### src/rtl/cpu_pkg.sv
// Shared datapath constants and types for the 16-bit single-cycle RISC CPU.
package cpu_pkg;

    localparam int DATA_W   = 16;
    localparam int ADDR_W   = 3;
    localparam int NUM_REGS = 2 ** ADDR_W;

    typedef logic [ADDR_W-1:0] reg_addr_t;
    typedef logic [DATA_W-1:0] reg_data_t;

endpackage : cpu_pkg

### src/rtl/reg_cell.sv
// One DATA_W-bit architectural register with synchronous active-low clear and load enable.
module reg_cell
    import cpu_pkg::*;
(
    input  logic              clk,
    input  logic              clr_n,
    input  logic              en,
    input  logic [DATA_W-1:0] d,
    output logic [DATA_W-1:0] q
);

    logic [DATA_W-1:0] data_d;
    logic [DATA_W-1:0] data_q;

    always_comb begin
        // NOTE: the hold value is assigned first, so every path writes data_d and no latch is inferred.
        data_d = data_q;
        if (en) begin
            data_d = d;
        end
    end

    // NOTE: state is updated with <= so all cells sample their inputs from the same pre-edge values.
    always_ff @(posedge clk) begin
        if (!clr_n) begin
            data_q <= '0;
        end else begin
            data_q <= data_d;
        end
    end

    assign q = data_q;

endmodule : reg_cell

### src/rtl/reg_file.sv
// 8 x 16 register file: one synchronous write port, two combinational read ports, no write bypass.
module reg_file
    import cpu_pkg::*;
(
    input  logic              CLK,
    input  logic              CLR,
    input  logic              WEn,
    input  logic [ADDR_W-1:0] WR,
    input  logic [DATA_W-1:0] WD,
    input  logic [ADDR_W-1:0] RR1,
    input  logic [ADDR_W-1:0] RR2,
    output logic [DATA_W-1:0] RD1,
    output logic [DATA_W-1:0] RD2
);

    logic [NUM_REGS-1:0] wr_sel;
    reg_data_t           regs [NUM_REGS];

    always_comb begin
        wr_sel = '0;
        for (int i = 0; i < NUM_REGS; i++) begin
            wr_sel[i] = WEn && (WR == reg_addr_t'(i));
        end
    end

    // NOTE: every register, R0 included, is cleared on reset; the storage is flops, not a RAM macro.
    for (genvar i = 0; i < NUM_REGS; i++) begin : g_reg
        reg_cell u_cell (
            .clk   (CLK),
            .clr_n (CLR),
            .en    (wr_sel[i]),
            .d     (WD),
            .q     (regs[i])
        );
    end

    // Reads see the stored value only, so a same-cycle write shows up after the edge.
    always_comb begin
        RD1 = regs[RR1];
        RD2 = regs[RR2];
    end

endmodule : reg_file

### config.mk
export PLATFORM = sky130hd
export DESIGN_NAME = reg_file
export DESIGN_NICKNAME = d
export VERILOG_FILES = /design/src/rtl/cpu_pkg.sv /design/src/rtl/reg_cell.sv /design/src/rtl/reg_file.sv
export SDC_FILE = /design/constraint.sdc
export NUM_CORES = 1
export LEC_CHECK = 0
export BUFFER_PORTS_ARGS = -buffer_cell sky130_fd_sc_hd__buf_2
export CAP_MARGIN = 20
export CELL_PAD_IN_SITES_DETAIL_PLACEMENT = 0
export CELL_PAD_IN_SITES_GLOBAL_PLACEMENT = 2
export CORE_UTILIZATION = 35
export DETAILED_ROUTE_END_ITERATION = 12
export PLACE_DENSITY = 0.85
export SETUP_SLACK_MARGIN = 0.02
export SLEW_MARGIN = 20
export SYNTH_ARGS = -nofsm -noshare
export SYNTH_HDL_FRONTEND = slang
export SYNTH_SLANG_ARGS = --single-unit
### constraint.sdc
create_clock -name CLK -period 2.2 [get_ports CLK]
set_input_delay 0.44 -clock CLK [delete_from_list [all_inputs] [get_ports CLK]]
set_output_delay 0.44 -clock CLK [all_outputs]
set_load 0.05 [all_outputs]
==> results_dict.tcl <==
set metrics [dict create \
    num_rows 51 \
    period_needed_ps 2160 \
    cts_tree "yes" \
    vias_per_cell 5.57 \
    ys_warn_count 0 \
    antenna_cells 0 \
    largest_reg_flops 128 \
    dieArea_mm2 0.0211 \
    numPortBuffers 59 \
    grt_usage_pct 21.9 \
    ir_drop_v 0.000439 \
    drt-met1-wl_um 9760 \
    syn_avg_cell_area_um2 10.2 \
    die_x_um 145 \
    grt_pass1_vias 5756 \
    final_cells 1043 \
    wl_met3_um 1730 \
    layout-drive-gt1-share_pct 30.3 \
    drtIter0Drc 515 \
    rsz0062_at_grt "yes" \
    grt_max_degree 44 \
    reg2reg_depth 2 \
    ios 60 \
    antenna_found_initial 0 \
    skew_ps 0 \
    synth-seq-area-share_pct 35.7 \
    dp_cells 998 \
    grt_overflow 0 \
    reg2reg_from "g_reg[4].u_cell.q[8]$_SDFFE_PN0P_" \
    synthCells 705 \
    ys_async_sr_fraction_pct 0 \
    cp_slowest_stage_delay_ps 540 \
    crit_fanout 8 \
    outcome "finished clean" \
    endpoint_kind "output pin" \
    cts.reportedPaths.clkPinSlew_ps 60 \
    crit_chain "buf_8 -> buf_8 -> mux4_1 -> mux2_4 -> buf_6" \
    synth_area_mm2 0.00717 \
    holdPathEnd "g_reg[5].u_cell.q[12]$_SDFFE_PN0P_" \
    area.sequential_mm2 0.00257 \
    grt_pass1_wl_um 34300 \
    power.leakage_nw 3.34 \
    criticalPathCategory "in -> out" \
    multiInputGateArea_mm2 0.00405 \
    dieHeight_um 145 \
    finalHoldViolations 0 \
    slew_violations 0 \
    cts-htree-levels 4 \
    slowest_stage "mux4_1" \
    synth_edf_count 0 \
    ys_ff_latch 128 \
    worst-slew-pin-transition_ps 548 \
    clk_latency_ps 410 \
    dr.max_layer_used "met4" \
    start_util_pct 36.3 \
    cts_buffers 17 \
    total_power_mw 6.16 \
    wl_per_cell_um 21.7 \
    slew_headroom_pct 63.2 \
    ys.flop_type "dfxtp_1" \
    period_share_pct 98.2 \
    ant_nets 0 \
    worstHoldPathType "in -> reg" \
    hold_depth 3 \
    wl_met2_um 10700 \
    rr_endpoint "g_reg[4].u_cell.q[8]$_SDFFE_PN0P_" \
    required_ps 1760 \
    crit_arrival_ps 1720 \
    setup_viol 0 \
    cp-start-kind "input pin" \
    yosysUniqueCellTypes 22 \
    ff2ff_setup_slack_ps 1440 \
    routed_wl_um 22700 \
    p_per_area_mw_per_mm2 694 \
    synthesis.nets 733 \
    cts_buffer_depth 2 \
    core_mm2 0.0198 \
    cap_violations 0 \
    drcViolationCount 0 \
    dr_total_vias 5812 \
    dr.pass1.iters 4 \
    hpwl_um 14700 \
    cts_root_buf "clkbuf_16" \
    fillers 1882 \
    cts_sinks 128 \
    cp_common_cell "buf_8" \
    fmax_mhz 463 \
    syn_to_final_growth_pct 23.8 \
    fin_nets 793 \
    routabilityCongestion 0.849 \
    min-delay-start "WD[12]" \
]
## what timing repair did
item                       in CTS  in global routing
setup endpoints to repair      32                 26
hold endpoints to repair        0                  0
cloned                          5                  1
hold buffers                    0                  0
gates resized for setup       117                 37
buffers inserted                7                  0
## power by group
group | total, mW | switching (mW) | leakage, nW | internal (mW)
Sequential | 2.41 | 0.0392 | 1.04 | 2.37
Combinational | 0.730 | 0.387 | 2.00 | 0.344
Clock | 3.03 | 1.04 | 0.307 | 1.99
Total | 6.16 | 1.47 | 3.34 | 4.70
## per-stage QoR
| step | TNS [ps] | area, um^2 | setup WS, ps | hold WS [ps] | utilization (%) |
|---|---|---|---|---|---|
| 2_1_floorplan | 0 | 7170 | 116 | 438 | - |
| 3_3_place_gp | -2680 | 7770 | -146 | 447 | 39.3 |
| 3_5_place_dp | -2940 | 7770 | -155 | 457 | 39.3 |
| 4_1_cts | 0 | 8810 | 19.5 | 317 | 44.6 |
| 5_1_grt | 0 | 8880 | 6.42 | 328 | 44.9 |
| 6_report | 0 | 8880 | 39.8 | 339 | 44.9 |
## cell type report
class | instances | area share, %
Tap cell | 265 | 3.73
Clock buffer | 23 | 5.38
Sequential cell | 128 | 29.0
Clock inverter | 9 | 1.75
Timing Repair Buffer | 122 | 14.6
Multi-Input combinational cell | 496 | 45.6
## critical path: cells and delay by family
| family | cells | cell delay, ps |
|---|---|---|
| mux | 2 | 840 |
| buf+inv | 3 | 440 |
## synthesized netlist by cell type, types with 2 or more instances
cell       count  area [um^2]
dfxtp_1      128         2560
and4bb_2       3         37.5
and4b_1        3         30.0
a21boi_0      67          503
nand2_1      256          961
a21boi_1      61          458
clkbuf_1      23         86.3
clkbuf_2       2         10.0
buf_4         17          128
nand4b_1       3         26.3
buf_6          6         67.6
buf_2         29          145
mux4_2        10          225
buf_12         2         40.0
mux4_1        54         1420
mux2_2        32          360
buf_8          2         30.0
nand4bb_1      3         33.8
## layer usage
metal  global-route usage [%]  up-vias
li1                         -     2596
met3                     5.00       36
met5                        0        -
met2                     35.5      266
met4                     6.84        0
met1                     28.8     2914
## kinds of logic (layout without fill, tap and decap cells)
kind of cell    count (synthesis)  count (layout)  synth area share (%)
flops                         128             128                  35.7
compound gates                128             128                  13.4
buf+inv                        81             154                  7.07
mux                            96              96                  27.9
simple gates                  272             272                  15.9
## placed cells by master, fill, tap and decap left out, types with 7 or more instances in the layout
cell type / netlist / routed
a21boi_1: 61 / 61
clkbuf_16: 0 / 18
buf_6: 6 / 30
mux2_4: 0 / 17
dfxtp_2: 0 / 7
buf_8: 2 / 10
buf_4: 17 / 43
buf_12: 2 / 9
buf_2: 29 / 23
mux2_2: 32 / 15
dfxtp_1: 128 / 121
nand2_1: 256 / 256
mux4_2: 10 / 42
mux4_1: 54 / 22
a21boi_0: 67 / 67
## worst max path at each step
stage,from,endpoint,slack [ps],depth (start not counted)
finish,RR1[2],RD1[0],40,5
global route,g_reg[5].u_cell.q[3]$_SDFFE_PN0P_,RD1[3],6,3
CTS,RR1[0],RD1[14],20,5
detailed placement,RR2[0],RD2[10],-150,5
global placement,RR2[0],RD2[10],-150,5
floorplan,RR2[2],RD2[3],120,5
Power figures use the tool's default switching activity.
